File: config.mk
export PLATFORM = sky130hd
export DESIGN_NAME = vga_fb_arbiter_flat
export DESIGN_NICKNAME = d
export VERILOG_FILES = /design/src/rtl/vga_pkg.sv /design/src/rtl/vga_fb_arbiter_if.sv /design/src/rtl/vga_rd_pipe.sv /design/src/rtl/vga_fb_arbiter.sv /design/src/flat_wrapper.sv
export SDC_FILE = /design/constraint.sdc
export NUM_CORES = 1
export LEC_CHECK = 0
export CORE_ASPECT_RATIO = 0.9
export CORE_MARGIN = 2
export CORE_UTILIZATION = 45
export CTS_CLUSTER_DIAMETER = 50
export DETAILED_ROUTE_END_ITERATION = 8
export GPL_TIMING_DRIVEN = 1
export PLACE_DENSITY_LB_ADDON = 0.05
export SLEW_MARGIN = 20
export SYNTH_ARGS = -nofsm -noshare
export SYNTH_HDL_FRONTEND = slang
export SYNTH_SLANG_ARGS = --single-unit
File: constraint.sdc
create_clock -name CLOCK_50 -period 8 [get_ports CLOCK_50]
set_clock_uncertainty 0.2 [all_clocks]
set_input_delay 1.6 -clock CLOCK_50 [delete_from_list [all_inputs] [get_ports CLOCK_50]]
set_output_delay 1.6 -clock CLOCK_50 [all_outputs]
set_load 0.005 [all_outputs]
File: src/rtl/vga_pkg.sv
// Shared constants, state encoding and address helper for the VGA frame-buffer
// arbiter: 800x600 timing, 8 pixels of 3-bit RGB packed per 24-bit word.
package vga_pkg;

    localparam int unsigned H_VISIBLE = 800;
    localparam int unsigned H_FRONT   = 56;
    localparam int unsigned H_SYNC    = 120;
    localparam int unsigned H_BACK    = 64;
    localparam int unsigned H_TOTAL   = H_VISIBLE + H_FRONT + H_SYNC + H_BACK;

    localparam int unsigned V_VISIBLE = 600;
    localparam int unsigned V_FRONT   = 37;
    localparam int unsigned V_SYNC    = 6;
    localparam int unsigned V_BACK    = 23;
    localparam int unsigned V_TOTAL   = V_VISIBLE + V_FRONT + V_SYNC + V_BACK;

    localparam int unsigned PIX_PER_WORD   = 8;
    localparam int unsigned WORDS_PER_LINE = H_VISIBLE / PIX_PER_WORD;

    localparam int unsigned LINE_W = 10;
    localparam int unsigned MEM_AW = 16;
    localparam int unsigned DATA_W = 24;
    localparam int unsigned LB_AW  = 7;

    typedef enum logic [1:0] {
        ST_IDLE  = 2'd0,
        ST_FETCH = 2'd1,
        ST_DRAIN = 2'd2
    } state_t;

    // line * 100 as shift-and-add; 599*100+99 still fits in 16 bits
    function automatic logic [MEM_AW-1:0] line_base(input logic [LINE_W-1:0] line);
        logic [MEM_AW-1:0] l;
        l = MEM_AW'(line);
        return (l << 6) + (l << 5) + (l << 2);
    endfunction

endpackage

File: src/rtl/vga_fb_arbiter_if.sv
// Drawing-engine write port, shared-memory port and line-buffer write port.
interface vga_fb_arbiter_if;
    import vga_pkg::*;

    logic              wr_req;
    logic [MEM_AW-1:0] wr_addr;
    logic [DATA_W-1:0] wr_data;
    logic              wr_ack;

    logic              mem_req;
    logic              mem_we;
    logic [MEM_AW-1:0] mem_addr;
    logic [DATA_W-1:0] mem_wdata;
    logic [DATA_W-1:0] mem_rdata;

    logic              lb_we;
    logic              lb_bank;
    logic [LB_AW-1:0]  lb_addr;
    logic [DATA_W-1:0] lb_wdata;

    modport master (
        input  wr_req, wr_addr, wr_data, mem_rdata,
        output wr_ack, mem_req, mem_we, mem_addr, mem_wdata,
        output lb_we, lb_bank, lb_addr, lb_wdata
    );

    modport slave (
        output wr_req, wr_addr, wr_data, mem_rdata,
        input  wr_ack, mem_req, mem_we, mem_addr, mem_wdata,
        input  lb_we, lb_bank, lb_addr, lb_wdata
    );

endinterface

File: src/rtl/vga_rd_pipe.sv
// Tracks outstanding reads for MEM_LAT cycles so each returning word is
// written to the line buffer at its own index.
module vga_rd_pipe
    import vga_pkg::*;
#(
    parameter int unsigned MEM_LAT = 2
) (
    input  logic             CLOCK_50,
    input  logic             RESET,
    input  logic             in_valid,
    input  logic [LB_AW-1:0] in_idx,
    input  logic             in_last,
    output logic             lb_we,
    output logic [LB_AW-1:0] lb_addr,
    output logic             done
);

    logic [MEM_LAT-1:0] vld_q;
    logic [MEM_LAT-1:0] last_q;
    logic [LB_AW-1:0]   idx_q [MEM_LAT];

    always_ff @(posedge CLOCK_50 or posedge RESET) begin
        if (RESET) begin
            vld_q  <= '0;
            last_q <= '0;
            for (int i = 0; i < int'(MEM_LAT); i++) idx_q[i] <= '0;
        end else begin
            vld_q[0]  <= in_valid;
            last_q[0] <= in_valid & in_last;
            idx_q[0]  <= in_idx;
            for (int i = 1; i < int'(MEM_LAT); i++) begin
                vld_q[i]  <= vld_q[i-1];
                last_q[i] <= last_q[i-1];
                idx_q[i]  <= idx_q[i-1];
            end
        end
    end

    assign lb_we   = vld_q[MEM_LAT-1];
    assign lb_addr = idx_q[MEM_LAT-1];
    assign done    = vld_q[MEM_LAT-1] & last_q[MEM_LAT-1];

endmodule

File: src/rtl/vga_fb_arbiter.sv
// Shares one memory port between line prefetch reads and drawing-engine
// writes; fetch has priority, with a write slot after every FAIR reads.
module vga_fb_arbiter
    import vga_pkg::*;
#(
    parameter int unsigned WORDS_PER_LINE = vga_pkg::WORDS_PER_LINE,
    parameter int unsigned MEM_LAT        = 2,
    parameter int unsigned FAIR           = 8
) (
    input  logic              CLOCK_50,
    input  logic              RESET,
    input  logic              fetch_req,
    input  logic [LINE_W-1:0] fetch_line,
    input  logic              err_clr,
    output logic              fetch_busy,
    output logic              fetch_done,
    output logic              fetch_err,
    vga_fb_arbiter_if.master  bus
);

    localparam int unsigned      RUN_W    = $clog2(FAIR + 1);
    localparam logic [LB_AW-1:0] LAST_IDX = LB_AW'(WORDS_PER_LINE - 1);
    localparam logic [RUN_W-1:0] RUN_MAX  = RUN_W'(FAIR);

    state_t            state_q, state_n;
    logic [MEM_AW-1:0] base_q, base_n;
    logic [LB_AW-1:0]  rd_idx_q, rd_idx_n;
    logic [LB_AW-1:0]  iss_idx_q, iss_idx_n;
    logic [RUN_W-1:0]  run_q, run_n;
    logic              bank_q, bank_n;
    logic              err_n;
    logic              req_n, we_n, ack_n;
    logic [MEM_AW-1:0] addr_n;
    logic [DATA_W-1:0] wdata_n;
    logic              do_write;

    always_ff @(posedge CLOCK_50 or posedge RESET) begin
        if (RESET) begin
            state_q       <= ST_IDLE;
            base_q        <= '0;
            rd_idx_q      <= '0;
            iss_idx_q     <= '0;
            run_q         <= '0;
            bank_q        <= 1'b0;
            fetch_err     <= 1'b0;
            fetch_busy    <= 1'b0;
            bus.mem_req   <= 1'b0;
            bus.mem_we    <= 1'b0;
            bus.mem_addr  <= '0;
            bus.mem_wdata <= '0;
            bus.wr_ack    <= 1'b0;
        end else begin
            state_q       <= state_n;
            base_q        <= base_n;
            rd_idx_q      <= rd_idx_n;
            iss_idx_q     <= iss_idx_n;
            run_q         <= run_n;
            bank_q        <= bank_n;
            fetch_err     <= err_n;
            fetch_busy    <= (state_n != ST_IDLE);
            bus.mem_req   <= req_n;
            bus.mem_we    <= we_n;
            bus.mem_addr  <= addr_n;
            bus.mem_wdata <= wdata_n;
            bus.wr_ack    <= ack_n;
        end
    end

    always_comb begin
        state_n   = state_q;
        base_n    = base_q;
        rd_idx_n  = rd_idx_q;
        iss_idx_n = iss_idx_q;
        run_n     = run_q;
        bank_n    = bank_q;
        req_n     = 1'b0;
        we_n      = 1'b0;
        ack_n     = 1'b0;
        addr_n    = '0;
        wdata_n   = '0;
        do_write  = 1'b0;

        // overrun set takes precedence over a simultaneous clear
        err_n = err_clr ? 1'b0 : fetch_err;
        if (fetch_req && (state_q != ST_IDLE)) err_n = 1'b1;

        unique case (state_q)
            ST_IDLE: begin
                do_write = bus.wr_req;
                if (fetch_req) begin
                    state_n  = ST_FETCH;
                    base_n   = line_base(fetch_line);
                    bank_n   = fetch_line[0];
                    rd_idx_n = '0;
                    run_n    = '0;
                end
            end
            ST_FETCH: begin
                if ((run_q == RUN_MAX) && bus.wr_req) begin
                    do_write = 1'b1;
                    run_n    = '0;
                end else begin
                    req_n     = 1'b1;
                    addr_n    = base_q + MEM_AW'(rd_idx_q);
                    iss_idx_n = rd_idx_q;
                    rd_idx_n  = rd_idx_q + LB_AW'(1);
                    if (run_q != RUN_MAX) run_n = run_q + RUN_W'(1);
                    if (rd_idx_q == LAST_IDX) state_n = ST_DRAIN;
                end
            end
            ST_DRAIN: begin
                do_write = bus.wr_req;
                if (fetch_done) state_n = ST_IDLE;
            end
            default: state_n = ST_IDLE;
        endcase

        if (do_write) begin
            req_n   = 1'b1;
            we_n    = 1'b1;
            ack_n   = 1'b1;
            addr_n  = bus.wr_addr;
            wdata_n = bus.wr_data;
        end
    end

    vga_rd_pipe #(.MEM_LAT(MEM_LAT)) u_rd_pipe (
        .CLOCK_50 (CLOCK_50),
        .RESET    (RESET),
        .in_valid (bus.mem_req & ~bus.mem_we),
        .in_idx   (iss_idx_q),
        .in_last  (iss_idx_q == LAST_IDX),
        .lb_we    (bus.lb_we),
        .lb_addr  (bus.lb_addr),
        .done     (fetch_done)
    );

    assign bus.lb_bank  = bank_q;
    // memory data lands in the same cycle as the strobe, so it is passed through
    assign bus.lb_wdata = bus.lb_we ? bus.mem_rdata : '0;

endmodule

File: src/flat_wrapper.sv
// flat-port wrapper written by rule: the top's interface ports become plain ports
module vga_fb_arbiter_flat import vga_pkg::*;
#(
    parameter int unsigned WORDS_PER_LINE = vga_pkg::WORDS_PER_LINE,
    parameter int unsigned MEM_LAT        = 2,
    parameter int unsigned FAIR           = 8
)
  (CLOCK_50, RESET, fetch_req, fetch_line, err_clr, fetch_busy, fetch_done, fetch_err, bus_wr_req, bus_wr_addr, bus_wr_data, bus_mem_rdata, bus_wr_ack, bus_mem_req, bus_mem_we, bus_mem_addr, bus_mem_wdata, bus_lb_we, bus_lb_bank, bus_lb_addr, bus_lb_wdata);
  vga_fb_arbiter_if bus_i ();
  input  logic CLOCK_50;
  input  logic RESET;
  input  logic fetch_req;
  input  logic [LINE_W-1:0] fetch_line;
  input  logic err_clr;
  output logic fetch_busy;
  output logic fetch_done;
  output logic fetch_err;
  input wire logic [$bits(bus_i.wr_req)-1:0] bus_wr_req;
  input wire logic [$bits(bus_i.wr_addr)-1:0] bus_wr_addr;
  input wire logic [$bits(bus_i.wr_data)-1:0] bus_wr_data;
  input wire logic [$bits(bus_i.mem_rdata)-1:0] bus_mem_rdata;
  output wire logic [$bits(bus_i.wr_ack)-1:0] bus_wr_ack;
  output wire logic [$bits(bus_i.mem_req)-1:0] bus_mem_req;
  output wire logic [$bits(bus_i.mem_we)-1:0] bus_mem_we;
  output wire logic [$bits(bus_i.mem_addr)-1:0] bus_mem_addr;
  output wire logic [$bits(bus_i.mem_wdata)-1:0] bus_mem_wdata;
  output wire logic [$bits(bus_i.lb_we)-1:0] bus_lb_we;
  output wire logic [$bits(bus_i.lb_bank)-1:0] bus_lb_bank;
  output wire logic [$bits(bus_i.lb_addr)-1:0] bus_lb_addr;
  output wire logic [$bits(bus_i.lb_wdata)-1:0] bus_lb_wdata;
  assign bus_i.wr_req = bus_wr_req;
  assign bus_i.wr_addr = bus_wr_addr;
  assign bus_i.wr_data = bus_wr_data;
  assign bus_i.mem_rdata = bus_mem_rdata;
  assign bus_wr_ack = bus_i.wr_ack;
  assign bus_mem_req = bus_i.mem_req;
  assign bus_mem_we = bus_i.mem_we;
  assign bus_mem_addr = bus_i.mem_addr;
  assign bus_mem_wdata = bus_i.mem_wdata;
  assign bus_lb_we = bus_i.lb_we;
  assign bus_lb_bank = bus_i.lb_bank;
  assign bus_lb_addr = bus_i.lb_addr;
  assign bus_lb_wdata = bus_i.lb_wdata;
  vga_fb_arbiter #(.WORDS_PER_LINE(WORDS_PER_LINE), .MEM_LAT(MEM_LAT), .FAIR(FAIR)) u_core (.CLOCK_50(CLOCK_50), .RESET(RESET), .fetch_req(fetch_req), .fetch_line(fetch_line), .err_clr(err_clr), .fetch_busy(fetch_busy), .fetch_done(fetch_done), .fetch_err(fetch_err), .bus(bus_i));
endmodule
* After elaboration in Yosys (flattened, before gate mapping)
Index checks and enable logic that the tools add are counted.
Word-level totals: output and inout bits 79, word-level logic and storage cells 72, input bits 79, register bits after elaboration 99
Cells by class: muxes and demuxes 25, bitwise operators 5, add/sub/neg operators 5, reductions and logical operators 12, eq/ne operators 9
Operators by type and width (count):
- 16-bit 2-to-1 mux | 3
- 24-bit 2-to-1 mux | 2
- 16-bit by 12-bit adder with 16-bit output | 1
- 16-bit by 15-bit adder with 16-bit output | 1
- 16-bit by 7-bit adder with 16-bit output | 1
- 7-bit equality test (second input constant) | 2
- 7-bit 2-to-1 mux | 2
- 7-bit case mux with 2 select lines | 1
- 4-bit 2-to-1 mux | 3
- 2-bit 2-to-1 mux | 4
- 4-bit case mux with 2 select lines | 1
- 2-bit nonzero test | 4
- 7-bit by 1-bit adder with 7-bit output (second input constant) | 1
- 1-bit 2-to-1 mux | 7
- 2-bit case mux with 3 select lines | 1
- 3-bit AND reduction | 2
- 4-bit by 1-bit adder with 4-bit output (second input constant) | 1
- 4-bit equality test (second input constant) | 1
- 2-bit inequality test (second input constant) | 2
- 4-bit inequality test (second input constant) | 1
- 2-bit AND reduction | 2
- 1-bit AND | 3
- 3-bit by 1-bit inequality test with 1-bit output (second input constant) | 1
- 2-bit by 1-bit equality test with 1-bit output (second input constant) | 1
- 6 further kinds | 8

* Logic depth before layout (Yosys ltp)
word-level depth 5, mapped depth 9, mapped depth without buffers 8

* By module
Synthesis repeated with hierarchy kept, for this count alone.
Second synthesis, totals: cell total of the unflattened synthesis 449, area total of the unflattened synthesis 4593.2 µm²
Modules (own cells, without submodules):
- vga_fb_arbiter | area an instance 4073.9 µm², seq. area each 1951.9 µm², cells an instance 421, times used 1
- vga_rd_pipe | area an instance 519.2 µm², seq. area each 450.4 µm², cells an instance 28, times used 1

* Least setup slack after synthesis
No wires, ideal clock.
path type in2reg, start input port fetch_line[0], end register u_core.base_q[14], setup slack 4.192 ns, data required time 7.731 ns, data arrival time 3.539 ns, path buffers 0, stages on the path 8, library setup time 0.069 ns, cells stage by stage fa_1 ha_1 fa_1 a21o_1 a21oi_1 o21ai_0 a31o_2 nand3_1
On the way: word-level cells in the longest chain between the ends 2
RTL lines:
- start: declaration | RTL line flat_wrapper.sv:13 | input logic [LINE_W-1:0] fetch_line;
- 16-bit by 15-bit adder with 16-bit output | RTL line vga_pkg.sv:35 | return (l << 6) + (l << 5) + (l << 2);
- 16-bit by 12-bit adder with 16-bit output * | RTL line vga_pkg.sv:35
- end signal: assignment | RTL line vga_fb_arbiter.sv:54 | base_q <= base_n;
- end: declaration | RTL line vga_fb_arbiter.sv:26 | logic [MEM_AW-1:0] base_q, base_n;
Mark *: on every way between the ends. The rest lies on a longest branch, timed or not. A chain may end at the register's enable or synchronous reset.

* Worst setup path after layout
start input port bus_mem_rdata[22], end output port bus_lb_wdata[22]
On the way: word-level cells in the longest chain between the ends 1
RTL lines:
- start: declaration | RTL line flat_wrapper.sv:21 | input wire logic [$bits(bus_i.mem_rdata)-1:0] bus_mem_rdata;
- 24-bit 2-to-1 mux | RTL line vga_fb_arbiter.sv:140 | assign bus.lb_wdata = bus.lb_we ? bus.mem_rdata : '0;
- end: declaration | RTL line flat_wrapper.sv:30 | output wire logic [$bits(bus_i.lb_wdata)-1:0] bus_lb_wdata;
No other way between the ends.

==> summary.txt <==
Logic synthesis
  • Dominant cell type by area after synthesis: dfrtp_1
  • Top-count cell post-synth: dfrtp_1
  • Post-synth top cells: dfrtp_1 (96), nand2_1 (76), o21ai_0 (35)
  • Register area share after synthesis: 52.88%
  • Average size of a mapped cell: 10.35 µm²
  • Synth async-reset ratio: 100.0%
  • Post-Syn Instances: 439
  • Synth area leaders: dfrtp_1 (53%), nand2_1 (6.3%), ha_1 (5.8%)
  • Number of synthesis warnings: 0
  • Cell variety after synth: 40
  • Post-Syn Nets: 547
  • #FFs+latches synth: between 90 and 100
  • Share of Yosys cell area claimed by the top area cell type: 52.88%
  • Mapped Area: 4543 µm²
  • Post-synth EDFFs: 0
  • Top FF cell, synth: dfrtp_1

Global route
  • GR Layer Usage met3: 3.801%
  • Initial antenna violation count: 0
  • GR Util met2: roughly 32%
  • Most used routing layer: met2
  • Global-route wire length before repair: 16,610 µm
  • Overall Global Routing Usage: 19.41%
  • Largest net degree at the start of global routing: 72
  • Grt total ovfl: 0
  • GRT met1 Usage: 25.16%
  • Vias in the first global route: 3,529

Worst hold path
  • Hold_sp: u_core.u_rd_pipe.idx_q[11]
  • Min-Delay Endpoint: u_core.u_rd_pipe.lb_addr[4]
  • Hold depth: 0
  • HP Class: reg2reg

Die
  • Die height: 99.32 µm
  • Total die area: 10,920 µm²
  • Initial Util: 46.63%
  • Rows: 34
  • IO Pins: 158
  • Core footprint: between 9000 and 10,000 µm²
  • Chip width: roughly 110 µm

Route
  • Iter 0 DRT Violations: 191
  • Via density per instance: 5.024
  • Drt drc: 0
  • ANT nets after route: 0
  • Via Count: 3,582
  • WL final: 10,140 µm
  • Drt first pass iters: 4
  • DR WL/cell: 14.22 µm

CTS
  • Postcts setup bufs: 0
  • H-tree levels: 3
  • CTS max path bufs: 2
  • Cts bufs inserted: 9
  • Worst skew pair latency: 0.38 ns
  • Post-CTS Resized: 0
  • Root Driver: clkbuf_8
  • Hold buffers post-CTS: 0
  • CTS tree: built
  • CTS Sinks: 96
  • Clock-pin transition on the worst setup and hold timing paths: 0.09 ns

Critical path
  • Slack of the worst reg-to-reg path: between 5 and 6 ns
  • Cell repeated most along the worst path: clkdlybuf4s50_1
  • CP delay by family, top: buffers and inverters
  • Reg-to-Reg Start: u_core.rd_idx_q[2]
  • Crit path cell chain: clkdlybuf4s50_1, and2_1, clkdlybuf4s50_1
  • Worst stage delay on the critical path: 0.50 ns
  • Worst flop-to-flop path endpoint: u_core.bus.mem_addr[8]
  • Nature of the critical path endpoint: primary output
  • Worst Path Class, Setup: in2out
  • Crit-path max FO: 1
  • Required @ worst endpoint: 6.20 ns
  • Crit start category: primary input
  • Critical path buffers and inverters: 2
  • Worst R2R Path Depth: 8
  • Critical Path AT: 2.67 ns
  • Slowest cell on crit path: clkdlybuf4s50_1

Place
  • Placed Area: 6143 µm²
  • Placer Congestion: 0.7886
  • Placed cell count: 697
  • IO Port Bufs: 157
  • Detailed Place HPWL: 7572 µm

Power and ir drop
  • Sw Share: 35.77%
  • Internal Power: 1.240 mW
  • Clk pwr share: between 10% and 20%
  • Sw power: 0.6903 mW
  • Max VDD drop: 0.1404 mV
  • Power Density: ~300 nW/µm²
  • Combinational power share: 42.6%
  • P_leak: 2.897 nW
  • Seq pwr share: between 40 and 50%

Layout
  • Final instance area: between 6000 and 7000 µm²
  • Synth-to-layout area growth: 39.47%
  • Fillers: 797
  • Final Instance Count excl. Fillers: 713
  • Nets@finish: just under 700
  • Antenna Cells: 0
  • Layout cells sized above 1: under 10%

Timing
  • Post-Route Setup TNS: 0 ns
  • RSZ-0062 raised after global routing: no
  • Slew @ Worst Pin: 0.8755 ns
  • WHS: 0.1495 ns
  • Period utilization: between 50% and 60%
  • Min Tclk post-route: 4.475 ns
  • Final slew viol count: 0
  • Slew Limit Headroom: 41.49%
  • Final setup fails: 0
  • Final Hold Viols: 0
  • F_max: 223.5 MHz

Status
  • Status: finished clean

Flow run
  • Maxcap violations: 0
through the flow:
stage                     utilization [%]  setup slack, ns  power (mW)
after floorplan                         -            3.695       1.258
after detailed placement            63.06            3.471       1.635
after CTS                           65.04            3.516       1.952
after global placement              63.06            3.518       1.609
after global routing                65.04            3.451       2.094
final                               65.04            3.525       1.930
flip-flops by register name, indices dropped and copies added, names as in the netlist:
signal                    cells
u_core.base_q                14
u_core.bus.mem_addr          16
u_core.bus.mem_req            1
u_core.bus.mem_wdata         24
u_core.bus.wr_ack             1
u_core.fetch_busy             1
u_core.fetch_err              1
u_core.iss_idx_q              7
u_core.rd_idx_q               7
u_core.run_q                  4
u_core.state_q                2
u_core.u_rd_pipe.idx_q        7
u_core.u_rd_pipe.last_q       2
u_core.u_rd_pipe.lb_addr      7
u_core.u_rd_pipe.vld_q        2
layout by cell type (no fill, tap or decap), types with 2 or more instances in the layout:
| cell type | n |
|---|---|
| a211oi_1 | 3 |
| a21o_1 | 4 |
| a21oi_1 | 15 |
| a22o_1 | 3 |
| a22oi_1 | 2 |
| a31o_2 | 2 |
| and2_1 | 27 |
| and3_1 | 25 |
| and4_1 | 2 |
| buf_4 | 2 |
| clkbuf_8 | 9 |
| clkdlybuf4s50_1 | 157 |
| clkinv_4 | 2 |
| dfrtp_1 | 96 |
| fa_1 | 8 |
| ha_1 | 21 |
| inv_1 | 12 |
| inv_6 | 2 |
| inv_8 | 3 |
| nand2_1 | 76 |
| nand2b_1 | 4 |
| nand3_1 | 15 |
| nand3b_1 | 3 |
| nand4_1 | 4 |
| nand4b_1 | 2 |
| nor2_1 | 14 |
| nor3_1 | 3 |
| nor4_1 | 2 |
| o211ai_1 | 3 |
| o21ai_0 | 34 |
| o21bai_1 | 3 |
| xnor2_1 | 5 |
| xor2_1 | 12 |
logic make-up (layout without fill, tap and decap cells):
logic type                 Yosys count  count (layout)  synth area share [%]
and+or+nand+nor                    185             185                 20.88
DFF                                 96              96                 52.88
AOI/OAI and AO/OA                   72              72                 9.364
buffers and inverters               40             188                 4.296
adders and majority gates           29              29                 9.309
xor gates and xnor gates            17              17                 3.277
cell type report:
class	instances	area, µm²	share of cell area [%]
sequential	96	2402	37.91
multi-input combinational	303	1946	30.71
timing repair buffer	159	1587	25.04
tap	126	157.7	2.488
clock buffer	9	123.9	1.955
clock inverter	7	68.82	1.086
inverter	13	51.30	0.8096
layer usage:
layer | up-vias | share of wire (%)
li1 | 1761 | -
met1 | 1716 | 43
met2 | 96 | 49
met3 | 9 | 6.4
met4 | 0 | 1.5
met5 | - | 0
power by group through the flow:
stage	Clock [mW]	Combinational, mW	Sequential [mW]
after floorplan	0	0.480	0.777
after global placement	0	0.810	0.799
after detailed placement	0	0.829	0.806
after CTS	0.324	0.834	0.795
after global routing	0.345	0.926	0.823
final	0.315	0.821	0.794
worst max path at each step:
| stage | slack (ns) | to | depth (start not counted) | startpoint |
|---|---|---|---|---|
| 6_report | 3.53 | bus_lb_wdata[22] | 3 | bus_mem_rdata[22] |
| 5_1_grt | 3.45 | bus_lb_wdata[0] | 3 | bus_mem_rdata[0] |
| 4_1_cts | 3.52 | bus_lb_wdata[0] | 3 | bus_mem_rdata[0] |
| 3_5_place_dp | 3.47 | u_core.base_q[12] | 9 | fetch_line[4] |
| 3_3_place_gp | 3.52 | bus_lb_wdata[5] | 3 | bus_mem_rdata[5] |
| 2_1_floorplan | 3.69 | u_core.base_q[10] | 1 | RESET |
Power figures use the tool's default switching activity.
